## src/rtl/mmio_timer_if.sv

```systemverilog
// Data-memory bus seen by the memory-mapped timer: address, store strobe/data, load data and window select.
// The processor side drives the master modport; the timer is the slave and returns readdata/sel combinationally.
interface mmio_timer_if;
  logic [31:0] addr;
  logic        memwrite;
  logic [31:0] writedata;
  logic [31:0] readdata;
  logic        sel;

  modport master (output addr, memwrite, writedata, input readdata, sel);
  modport slave  (input addr, memwrite, writedata, output readdata, sel);
endinterface

```

## src/rtl/mmio_timer.sv

```systemverilog
// Memory-mapped 32-bit countdown timer with expiry flag and level irq; prescaler under TIMER_PRESCALE_EN.
// Reads are combinational (0 cycles); stores commit on the clock edge; no backpressure, every access completes.
module mmio_timer #(
  parameter logic [31:0] BASE = 32'hFFFF_0000
) (
  input  logic         clk,
  input  logic         rst,
  mmio_timer_if.slave  bus,
  output logic         irq
);

  logic [2:0]  ctrl_q,  ctrl_d;
  logic [31:0] load_q,  load_d;
  logic [31:0] count_q, count_d;
  logic        exp_q,   exp_d;
  logic        wr;
  logic        tick;
  logic [2:0]  off;
  logic [31:0] rd_dat;
  logic        unused_addr_lsb;

  assign bus.sel         = (bus.addr[31:5] == BASE[31:5]);
  assign wr              = bus.sel & bus.memwrite;
  assign off             = bus.addr[4:2];
  assign irq             = exp_q & ctrl_q[2];
  assign unused_addr_lsb = &{1'b0, bus.addr[1:0]};

`ifdef TIMER_PRESCALE_EN
  logic [7:0] presc_q, presc_d;
  logic [7:0] pcnt_q,  pcnt_d;

  assign tick = ctrl_q[0] && (pcnt_q == presc_q);

  always_comb begin
    presc_d = presc_q;
    pcnt_d  = 8'd0;
    if (wr && off == 3'd4) presc_d = bus.writedata[7:0];
    // Counter only runs while enabled; hitting PRESC is the tick and wraps it.
    if (ctrl_q[0] && pcnt_q != presc_q) pcnt_d = pcnt_q + 8'd1;
  end

  always_ff @(posedge clk or negedge rst) begin
    if (!rst) begin
      presc_q <= 8'd0;
      pcnt_q  <= 8'd0;
    end else begin
      presc_q <= presc_d;
      pcnt_q  <= pcnt_d;
    end
  end
`else
  assign tick = ctrl_q[0];
`endif

  always_comb begin
    rd_dat = 32'd0;
    if (bus.sel) begin
      case (off)
        3'd0:    rd_dat = {29'd0, ctrl_q};
        3'd1:    rd_dat = load_q;
        3'd2:    rd_dat = count_q;
        3'd3:    rd_dat = {31'd0, exp_q};
`ifdef TIMER_PRESCALE_EN
        3'd4:    rd_dat = {24'd0, presc_q};
`endif
        default: rd_dat = 32'd0;
      endcase
    end
  end

  assign bus.readdata = rd_dat;

  always_comb begin
    ctrl_d  = ctrl_q;
    load_d  = load_q;
    count_d = count_q;
    exp_d   = exp_q;

    // Clear first so a same-cycle expiry below overrides it.
    if (wr && off == 3'd3 && bus.writedata[0]) exp_d = 1'b0;

    if (tick) begin
      if (count_q != 32'd0) begin
        count_d = count_q - 32'd1;
      end else begin
        exp_d = 1'b1;
        if (ctrl_q[1]) count_d = load_q;
        else           ctrl_d[0] = 1'b0;
      end
    end

    // Register stores take priority over whatever the tick decided.
    if (wr && off == 3'd0) ctrl_d = bus.writedata[2:0];
    if (wr && off == 3'd1) begin
      load_d  = bus.writedata;
      count_d = bus.writedata;
    end
  end

  always_ff @(posedge clk or negedge rst) begin
    if (!rst) begin
      ctrl_q  <= 3'd0;
      load_q  <= 32'd0;
      count_q <= 32'd0;
      exp_q   <= 1'b0;
    end else begin
      ctrl_q  <= ctrl_d;
      load_q  <= load_d;
      count_q <= count_d;
      exp_q   <= exp_d;
    end
  end

endmodule

```

## src/flat_wrapper.sv

```systemverilog
// flat-port wrapper written by rule: the top's interface ports become plain ports
module mmio_timer_flat 
#(
  parameter logic [31:0] BASE = 32'hFFFF_0000
)
  (clk, rst, irq, bus_addr, bus_memwrite, bus_writedata, bus_readdata, bus_sel);
  mmio_timer_if bus_i ();
  input  logic clk;
  input  logic rst;
  output logic irq;
  input wire logic [$bits(bus_i.addr)-1:0] bus_addr;
  input wire logic [$bits(bus_i.memwrite)-1:0] bus_memwrite;
  input wire logic [$bits(bus_i.writedata)-1:0] bus_writedata;
  output wire logic [$bits(bus_i.readdata)-1:0] bus_readdata;
  output wire logic [$bits(bus_i.sel)-1:0] bus_sel;
  assign bus_i.addr = bus_addr;
  assign bus_i.memwrite = bus_memwrite;
  assign bus_i.writedata = bus_writedata;
  assign bus_readdata = bus_i.readdata;
  assign bus_sel = bus_i.sel;
  mmio_timer #(.BASE(BASE)) u_core (.clk(clk), .rst(rst), .bus(bus_i), .irq(irq));
endmodule
```

## config.mk

```make
export PLATFORM = sky130hd
export DESIGN_NAME = mmio_timer_flat
export DESIGN_NICKNAME = d
export VERILOG_FILES = /design/src/rtl/mmio_timer_if.sv /design/src/rtl/mmio_timer.sv /design/src/flat_wrapper.sv
export SDC_FILE = /design/constraint.sdc
export NUM_CORES = 1
export LEC_CHECK = 0
export CORE_MARGIN = 2
export CORE_UTILIZATION = 56
export CTS_BUF_LIST = sky130_fd_sc_hd__clkbuf_8
export DETAILED_ROUTE_END_ITERATION = 8
export GPL_TIMING_DRIVEN = 1
export PLACE_DENSITY = 0.88
export SLEW_MARGIN = 10
export SYNTH_ARGS = -nofsm -noshare
export SYNTH_HDL_FRONTEND = slang
export SYNTH_SLANG_ARGS = --single-unit
```

## constraint.sdc

```tcl
create_clock -name clk -period 6.2 [get_ports clk]
set_input_delay 0.62 -clock clk [delete_from_list [all_inputs] [get_ports clk]]
set_output_delay 0.62 -clock clk [all_outputs]
set_load 0.01 [all_outputs]
```

## Yosys cells after proc, flatten, opt, wreduce, memory -nomap -nowiden

Index checks and enable logic that the tools add are counted.

| operators by class | value |
|---|---|
| reductions and logical operators | 9 |
| add/sub/neg operators | 1 |
| bitwise logic cells | 2 |
| equal/unequal tests | 4 |
| muxes and demuxes | 13 |

Operator list:

| cell | count |
|---|---|
| 32-bit 2-to-1 mux | 5 |
| 32-bit case mux with 4 select lines | 1 |
| 32-bit nonzero test | 1 |
| 32-bit by 1-bit subtractor with 32-bit output, second input constant | 1 |
| 27-bit equality test, second input constant | 1 |
| 1-bit 2-to-1 mux | 7 |
| 3-bit by 2-bit equality test with 1-bit output, second input constant | 2 |
| 1-bit logical AND | 4 |
| 3-bit by 1-bit equality test with 1-bit output, second input constant | 1 |
| 3-bit zero test | 1 |
| 3-bit nonzero test | 1 |
| 1-bit AND | 2 |
| 2-bit AND reduction | 1 |
| 2-bit nonzero test | 1 |

| word-level totals | value |
|---|---|
| bits of input ports | 67 |
| bits in registers | 68 |
| logic and storage cells | 34 |
| output and inout bits | 34 |

## Depth between registers and ports, before layout

| depth | value |
|---|---|
| depth after elaboration | 7 |
| depth in mapped cells | 10 |
| gate-level depth less buffers | 8 |

## Worst setup path before layout

OpenSTA, ideal clock, no wires.

| path | value |
|---|---|
| path kind | in2out |
| from | in bus_addr[15] |
| to | out bus_readdata[10] |
| cell stages on the path | 6 |
| data arrival time | 2.573 ns |
| data required time | 5.580 ns |
| path buffers | 1 |
| slack | 3.007 ns |
| path through | or4_1 > or4_1 > nor3_2 > nand2_1 > clkbuf_1 > nor2_1 |

| on the way | value |
|---|---|
| longest elaborated chain between the ends | 2 |

RTL lines:

| element | line | source |
|---|---|---|
| start, declared | flat_wrapper.sv:11 | `input wire logic [$bits(bus_i.addr)-1:0] bus_addr;` |
| 27-bit equality test | mmio_timer.sv:22 | `assign bus.sel = (bus.addr[31:5] == BASE[31:5]);` |
| net bus_sel | flat_wrapper.sv:15 | `output wire logic [$bits(bus_i.sel)-1:0] bus_sel;` |
| 32-bit 2-to-1 mux | mmio_timer.sv:57 | `if (bus.sel) begin` |
| end, declared | flat_wrapper.sv:14 | `output wire logic [$bits(bus_i.readdata)-1:0] bus_readdata;` |

The timed path passes the listed nets, and every way through them passes these cells.

## Final worst setup path

| path | value |
|---|---|
| from | in bus_addr[15] |
| to | out bus_readdata[3] |

| on the way | value |
|---|---|
| longest elaborated chain between the ends | 2 |

RTL lines:

| element | line |
|---|---|
| 27-bit equality test | mmio_timer.sv:22 |
| 32-bit 2-to-1 mux | mmio_timer.sv:57 |

No other way between the ends.

==> results.sh <==
export IMPL_post_cts_resized=0
export IMPL_clockBufferDepth=2
export IMPL_cp_max_fo=33
export IMPL_rrSetupSlack_ns=2.74
export IMPL_place_area_um2=5360
export IMPL_layout_worst_path_cycle_share_pct=76.5
export IMPL_track_usage_pct=30.0
export IMPL_antenna_cells=0
export IMPL_num_rows=32
export IMPL_dieWidth_um=92.5
export IMPL_wl_per_cell_um=17.5
export IMPL_dieArea_um2=8550
export IMPL_ys_ff_latch=68
export IMPL_power_density_nw_per_um2=169
export IMPL_via_per_inst=6.32
export IMPL_area_delta_synth_final_pct=27.6
export IMPL_path_cells="clkdlybuf4s50_1, or4_1, or4_1, nor3_2, nand2_1, nor2_1, clkdlybuf4s50_1"
export IMPL_grt_pass1_wl_um=20700
export IMPL_num_vias=4625
export IMPL_holdBufCountCts=0
export IMPL_core_area_um2=7650
export IMPL_synth_top_cell_area_share_pct=38.8
export IMPL_syn_avg_cell_area_um2=7.93
export IMPL_drv_cap=0
export IMPL_worstPathRequired_ns=5.58
export IMPL_cts_setup_buffers=0
export IMPL_synth_cell_types=48
export IMPL_synth_edff_count=0
export IMPL_end_kind="primary output"
export IMPL_synth_area_top_cells="dfrtp_1 (39%), nand2_1 (9.1%), nor2_1 (6.2%)"
export IMPL_grt_max_degree=69
export IMPL_r2r_end="u_core.count_q[20]$_DFFE_PN0P_"
export IMPL_rr_worst_depth=6
export IMPL_grt_ovfl_total=0
export IMPL_cts_sinks=68
export IMPL_startpoint_type="input port"
export IMPL_final_common_cell="nand2_1"
export IMPL_cpPeakStageDelay_ns=0.76
export IMPL_setup_viol=0
export IMPL_p_leak_uw=0.00219
export IMPL_clk_latency_ns=0.35
export IMPL_synthFlopType="dfrtp_1"
export IMPL_status="completed"
export IMPL_drtAntennaViolNets=0
export IMPL_root_buffer="clkbuf_8"
export IMPL_rsz0062_at_grt="false"
export IMPL_port_buffer_count=98
export IMPL_design_area_um2=5590
export IMPL_netlist_instances=553
export IMPL_grtUsageMet2_pct=50.9
export IMPL_fin_crit_ns=4.74
export IMPL_routabilityCongestion=0.865
export IMPL_critical_path_arrival_ns=4.12
export IMPL_nNetsFinal=694
export IMPL_fin_setup_tns_ns=0
export IMPL_cp_slowest_cell="nand2_1"
export IMPL_fp_dieH_um=92.5
export IMPL_firstDrtPassIters=5
export IMPL_peakVddDrop_mv=0.122
export IMPL_grt_met1_usage_pct=39.1
export IMPL_layout_common_cells="nand2_1 (106), clkdlybuf4s50_1 (97), nor2_1 (72)"
export IMPL_dpl_hpwl_um=8440
export IMPL_relSlewSlack_pct=17.5
export IMPL_grt_antenna_before_repair=0
export IMPL_wl_um=12800
export IMPL_drt_initial_drc_count=439
export IMPL_worst_slew_pin_slew_ns=1.23
export IMPL_syn_num_nets=622
export IMPL_start_util_pct=57.3
export IMPL_netlist_area_um2=4380
export IMPL_timing_fmax_mhz=211
export IMPL_gr_max_usage_layer="met2"
export IMPL_ios=101
export IMPL_crit_family="simple AND/OR/NAND/NOR gates"
export IMPL_fin_worst_skew_ns=0.0103
export IMPL_yosys_warnings=0
export IMPL_drv_slew=0
export IMPL_final_hold_viol_count=0
export IMPL_grt_pass1_vias=4410
export IMPL_async_flop_share_pct=100
export IMPL_clk_pin_slew_ns=0.08
export IMPL_worst_path_buf_inv=2
export IMPL_crit_type="input port to primary output"
export IMPL_layout_drive_gt1_share_pct=6.19
export IMPL_min_path_type="input port to asynchronous set/reset pin"
export IMPL_htree_levels=3
export IMPL_synth_top_area_cell="dfrtp_1"
export IMPL_cts_buffers=9
export IMPL_cts_tree="built"
export IMPL_r2r_start="u_core.count_q[17]$_DFFE_PN0P_"
export IMPL_seq_area_frac_synth_pct=38.8
export IMPL_drc_errors=0
export IMPL_met3_usage_pct=2.44
## state kept, by name, indices dropped and copies added (netlist names)
register	count
u_core.exp_q	1
u_core.ctrl_q	3
u_core.load_q	32
u_core.count_q	32
## Yosys cell counts (3+ instances only)
master,instances
buf_2,4
clkbuf_1,35
nor4_2,3
nand4_1,10
mux2i_1,10
nand3_1,16
nand3b_1,3
a31oi_1,5
nor4b_1,5
and3_1,8
a211o_1,7
nor3b_1,4
mux2_2,5
nor4_1,14
nor3_1,18
a21oi_1,32
xnor2_1,9
o21a_1,4
o211ai_1,4
dfrtp_1,68
inv_1,9
o31ai_1,3
o21ai_0,23
or4_1,5
a22oi_1,32
or3_1,5
nand2_1,106
xor2_1,7
nor2_1,72
## area by class of cell
type	count	area (um^2)
multi-input cells	434	2480
fillers	587	2050
flip-flops and latches	68	1700
repair buffers	103	1010
clock buffers	12	165
well taps	102	128
clock inverters	4	70.1
inverters	9	33.8
## cells by family after synthesis
logic type	Yosys count	share of synthesized area (%)
muxes	16	4.08
AOI/OAI and AO/OA	123	18.8
and+or+nand+nor	277	29.7
adders and majority gates	2	0.571
buffers and inverters	51	4.82
xor gates and xnor gates	16	3.20
DFF	68	38.8
## metrics by stage
| stage | total power [uW] | setup slack, ns | cells | hold slack [ns] | util, % |
|---|---|---|---|---|---|
| floorplan | 464 | 3.01 | 553 | 0.324 | - |
| global placement | 518 | 1.58 | 716 | 0.476 | 70.1 |
| detailed placement | 519 | 1.46 | 716 | 0.481 | 70.1 |
| CTS | 946 | 1.46 | 732 | 0.490 | 73.1 |
| global route | 968 | 1.19 | 732 | 0.513 | 73.1 |
| finish | 946 | 1.46 | 732 | 0.450 | 73.1 |
## worst max path at each step
| stage | startpoint | end | slack, ns | depth (start not counted) |
|---|---|---|---|---|
| after global routing | bus_addr[15] | bus_readdata[23] | 1.19 | 7 |
| after detailed placement | bus_addr[15] | bus_readdata[3] | 1.46 | 7 |
| after CTS | bus_addr[15] | bus_readdata[3] | 1.46 | 7 |
| after global placement | bus_addr[15] | bus_readdata[12] | 1.58 | 7 |
| final | bus_addr[15] | bus_readdata[3] | 1.46 | 7 |
| after floorplan | bus_addr[15] | bus_readdata[10] | 3.01 | 6 |
## metal layers
metal / wire, um / vias up
met5: 0 / -
met4: 303 / 0
met3: 958 / 34
met2: 6430 / 258
met1: 5120 / 2210
li1: - / 2123
## power by group
group          switching [uW]  internal (uW)  total [uW]
Sequential             0.0694            443         443
Clock                     178            258         436
Combinational            26.6           40.6        67.2
Total                     204            742         946
Note: power is estimated with default switching activity, not from simulation.
==> RTL change 1: new RTL, config.mk and constraints unchanged <==
Put a register stage on the output `irq`, cleared by the reset. The value now appears one clock later. The other outputs are not delayed to match.
--- a/src/rtl/mmio_timer.sv
+++ b/src/rtl/mmio_timer.sv
@@ -22,7 +22,13 @@
   assign bus.sel         = (bus.addr[31:5] == BASE[31:5]);
   assign wr              = bus.sel & bus.memwrite;
   assign off             = bus.addr[4:2];
-  assign irq             = exp_q & ctrl_q[2];
+  always_ff @(posedge clk or negedge rst) begin
+    if (!rst) begin
+      irq <= '0;
+    end else begin
+      irq <= exp_q & ctrl_q[2];
+    end
+  end
   assign unused_addr_lsb = &{1'b0, bus.addr[1:0]};
 
 `ifdef TIMER_PRESCALE_EN
Check against the original RTL: not equivalent (a bounded check fails within 4 cycles, from zero or initial values and one cycle with rst low).
==> RTL change 1 against the unedited design <==
  * Area after synthesis is 0.91% higher
  * Die area grew 0.87%
  * Worst setup slack improved by 0.39 ns
  * Highest routed layer unchanged
  * Wire length decreased by 2.8%
  * First-iteration DRC count increased by 21%
  * Clock power shrank 27%
  * Cell area down 0.47%
  * Sequential cell count grew 1
  * Total power fell by 12%
  * Cell count fell by 0.27%
==> RTL change 1: results (changes against the unedited design) <==
Setup crit start=bus_addr[15]; most frequent cells after synthesis=107 x nand2_1, 69 x dfrtp_1, 66 x nor2_1; Adder-Cell Fraction of Synth Area=0.566% (-0.0052 points); Seq pwr share=53.9% (+7.1 points); reg2reg end=u_core.count_q[11]$_DFFE_PN0P_; Yosys warnings=0 (unchanged); share of cells above drive strength 1=6.37% (+0.18 points); Compound-Gate Fraction of Synth Area=18.8% (-0.029 points); H-Tree Level Count=3 (unchanged); largest net degree at the start of global routing=70 (+1.4%); Tot Pwr=0.000834 W (-12%); critical-path maximum fanout=34 (+3.0%); worst-skew pair later-pin latency=0.35 ns (about the same); drt initial violations=532 (+21%); Layout Skew=0.00992 ns (-0.000348 ns); first-pass GRT wire length=20500 um (-0.90%); VDD IR max=0.0842 mV (-31%); Filler Cell Count=601 (+2.4%); DP Worst Slack=1.81 ns (+0.353 ns); status=complete, no violations; Final nets=693 (-0.14%); Max-slew headroom=22.6% (+5.2 points); sequential fraction of the synthesis area=39.0% (+0.21 points); vias in the first global route=4361 (-1.1%); Comb. pwr=0.0000670 W (about the same); Overall Global Routing Usage=29.5% (-0.46 points); CP peak stage delay=0.84 ns (+0.08 ns); Post-Synth XOR/XNOR Area=3.17% (-0.029 points); multiplexer area fraction after synthesis=4.30% (+0.22 points); Setup crit end=bus_readdata[16]; final WL=12500 um (-2.8%); Largest regs=u_core.count_q (32), u_core.load_q (32), u_core.ctrl_q (3); DR vias/cell=6.26 (-0.94%); share of the synthesized area in the top cell type=39.0% (+0.21 points); critical path's top delay family=simple AND/OR/NAND/NOR gates; arrival time worst endpoint=3.73 ns (-0.39 ns); Post-CTS Setup Inserts=0 (unchanged); Worst-path clk slew=0.07 ns; Net Sw Power=0.000195 W (-4.3%); Final Cycle Share=70.2% (-6.3 points); GP Congestion=0.935 (+8.0%); detailed placement HPWL=8400 um (-0.46%); port buffer count=98 (unchanged); CTS Hold Bufs=0 (unchanged); FF-to-FF Start=u_core.count_q[0]$_DFFE_PN0P_; flop2flop setup slack=2.62 ns (-0.12 ns); Worst Reg-to-Reg Cells=9 (+3); Pleak=2.21 nW (+0.97%); syn nets=621 (-0.16%); critical path's slowest cell=or3_1; post-synthesis cell type count=51 (+6.3%); most area-consuming cells after synthesis=dfrtp_1 39%, nand2_1 9.1%, nor2_1 5.6%, a22oi_1 5.3%, o21ai_0 2.7%; Post-CTS Resized=0 (unchanged); FFs w/ async S/R, synth=100% (unchanged)
RTL change 1: kinds of logic after synthesis:
logic type               after synthesis
AND/OR/NAND/NOR                      275
AO/OA/AOI/OAI                        122
flip-flops                            69
buffers and inverters                 51
multiplexers                          17
XOR/XNOR                              16
adder cells (fa/ha/maj)                2
RTL change 1: area by class of cell:
type / instances / area [um2] / area share, %
Tap cell: 102 / 128 / 2.29
Sequential cell: 69 / 1730 / 31.0
Inverter: 8 / 30.0 / 0.539
Clock inverter: 5 / 21.3 / 0.382
Multi-Input combinational cell: 432 / 2500 / 45.0
Clock buffer: 10 / 138 / 2.47
Timing Repair Buffer: 104 / 1020 / 18.3
RTL change 1: worst min-delay path by stage:
stage	slack [ns]	from	to	depth (start not counted)
detailed placement	0.48	u_core.load_q[11]$_DFFE_PN0P_	u_core.load_q[11]$_DFFE_PN0P_	2
finish	0.46	rst	u_core.load_q[10]$_DFFE_PN0P_	2
floorplan	0.32	rst	u_core.count_q[0]$_DFFE_PN0P_	0
global route	0.52	u_core.load_q[11]$_DFFE_PN0P_	u_core.load_q[11]$_DFFE_PN0P_	2
CTS	0.50	u_core.load_q[11]$_DFFE_PN0P_	u_core.load_q[11]$_DFFE_PN0P_	2
global placement	0.48	u_core.load_q[11]$_DFFE_PN0P_	u_core.load_q[11]$_DFFE_PN0P_	2
RTL change 1: metrics by stage:
step | cell area, um2 | cells
after floorplan | 4420 | 552
after global placement | 5410 | 715
after detailed placement | 5410 | 715
after CTS | 5570 | 730
after global routing | 5570 | 730
final | 5570 | 730
RTL change 1: routing by layer:
metal  vias to the layer above  global-route usage (%)  share of wire, %
li1                       2124                       -                 -
met1                      2170                    39.4                41
met2                       252                    48.3                48
met3                        23                    4.80               9.1
met4                         0                    11.5               1.6
met5                         -                       0                 0
==> RTL change 2: new RTL, config.mk and constraints unchanged <==
Without the edit above. The option `TIMER_PRESCALE_EN` is turned on by a define.
--- a/src/rtl/mmio_timer.sv
+++ b/src/rtl/mmio_timer.sv
@@ -1,5 +1,7 @@
 // Memory-mapped 32-bit countdown timer with expiry flag and level irq; prescaler under TIMER_PRESCALE_EN.
 // Reads are combinational (0 cycles); stores commit on the clock edge; no backpressure, every access completes.
+`define TIMER_PRESCALE_EN
+
 module mmio_timer #(
   parameter logic [31:0] BASE = 32'hFFFF_0000
 ) (
Function: changed (Yosys sat finds a counterexample within 4 cycles, from zero or initial values and one cycle with rst low).
==> RTL change 2 against the unedited design <==
  * Wire length rose by 16%
  * Utilization fell by 2.6 points
  * Register-to-register slack improved by 0.30 ns
  * Cell area rose by 15%
  * Clock power rose by 5.5%
  * Worst hold slack got worse by 0.024 ns
  * Total power rose by 15%
  * Synthesized cell count rose by 12%
  * Area after synthesis rose by 18%
  * Sequential cell count rose by 16
  * First-iteration DRC count fell by 1.4%
  * Worst setup slack improved by 0.74 ns
  * Critical endpoint is now bus_readdata[6]
  * Largest cell class unchanged
  * Highest routed layer unchanged
==> RTL change 2: results (changes against the unedited design) <==
largest net degree at the start of global routing=85 (+23%); Final nets=767 (+11%); critical path's slowest cell=clkdlybuf4s50_1; Max-slew headroom=28.9% (+11 points); Pleak=2.83 nW (+29%); status=complete, no violations; final WL=14900 um (+16%); most frequent cells after synthesis=126 x nand2_1, 84 x dfrtp_1, 58 x nor2_1; flop2flop setup slack=3.04 ns (+0.30 ns); post-synthesis cell type count=57 (+19%); Filler Cell Count=697 (+19%); most area-consuming cells after synthesis=dfrtp_1 40%, nand2_1 9.1%, a22oi_1 4.6%, xor2_1 4.4%, nor2_1 4.2%; detailed placement HPWL=10000 um (+19%); routed length on met3=1220 um (+27%); metal2 WL=7500 um (+17%); Post-Synthesis Cells=620 (+12%); wl on met1=5900 um (+15%); DR vias/cell=6.30 (-0.29%); FF-to-FF Start=u_core.count_q[23]$_DFFE_PN0P_; CP peak stage delay=0.57 ns (-0.19 ns); reg2reg end=u_core.count_q[26]$_DFFE_PN0P_; Design Area, Final=0.00643 mm2 (+15%); Setup crit end=bus_readdata[6]; VDD IR max=0.115 mV (-5.8%); Layout Skew=0.00977 ns (-0.000501 ns); met3 usage=5.29% (+2.9 points); GRT met1 Usage=40.0% (+0.91 points); Largest regs=u_core.count_q (32), u_core.load_q (32); GP Congestion=0.900 (+4.0%); arrival time worst endpoint=3.39 ns (-0.73 ns); drt initial violations=433 (-1.4%); Post-Synth XOR/XNOR Area=6.58% (+3.4 points); Adder-Cell Fraction of Synth Area=0.723% (+0.15 points); vias in the first global route=5185 (+18%); Compound-Gate Fraction of Synth Area=16.3% (-2.5 points); dpl cell area=0.00619 mm2 (+16%)
[RTL change 2: final cells by class]
| class | count | area share, % |
|---|---|---|
| clock buffers | 11 | 2.36 |
| repair buffers | 103 | 15.8 |
| inverters | 8 | 0.467 |
| multi-input cells | 491 | 45.2 |
| flip-flops and latches | 84 | 32.7 |
| clock inverters | 5 | 1.28 |
| well taps | 111 | 2.16 |
[RTL change 2: stage by stage]
step / setup WS (ns) / instances / hold slack, ns
global placement: 2.31 / 797 / 0.468
floorplan: 3.19 / 620 / 0.324
detailed placement: 2.19 / 797 / 0.483
finish: 2.19 / 813 / 0.426
CTS: 2.18 / 813 / 0.480
global route: 2.04 / 813 / 0.518
[RTL change 2: power breakdown]
| group | total, W | internal (W) | switching (W) |
|---|---|---|---|
| clock network | 0.000460 | 0.000251 | 0.000210 |
| logic | 0.0000789 | 0.0000431 | 0.0000358 |
| registers | 0.000548 | 0.000548 | 0.000000732 |
[RTL change 2: worst min path at each step]
| stage | start | endpoint | slack (ns) | depth (start not counted) |
|---|---|---|---|---|
| 3_5_place_dp | u_core.load_q[12]$_DFFE_PN0P_ | u_core.load_q[12]$_DFFE_PN0P_ | 0.48 | 2 |
| 4_1_cts | rst | u_core.count_q[26]$_DFFE_PN0P_ | 0.48 | 1 |
| 6_report | rst | u_core.count_q[26]$_DFFE_PN0P_ | 0.43 | 1 |
| 3_3_place_gp | u_core.load_q[10]$_DFFE_PN0P_ | u_core.load_q[10]$_DFFE_PN0P_ | 0.47 | 2 |
| 5_1_grt | rst | u_core.load_q[26]$_DFFE_PN0P_ | 0.52 | 1 |
| 2_1_floorplan | rst | u_core.count_q[0]$_DFFE_PN0P_ | 0.32 | 0 |
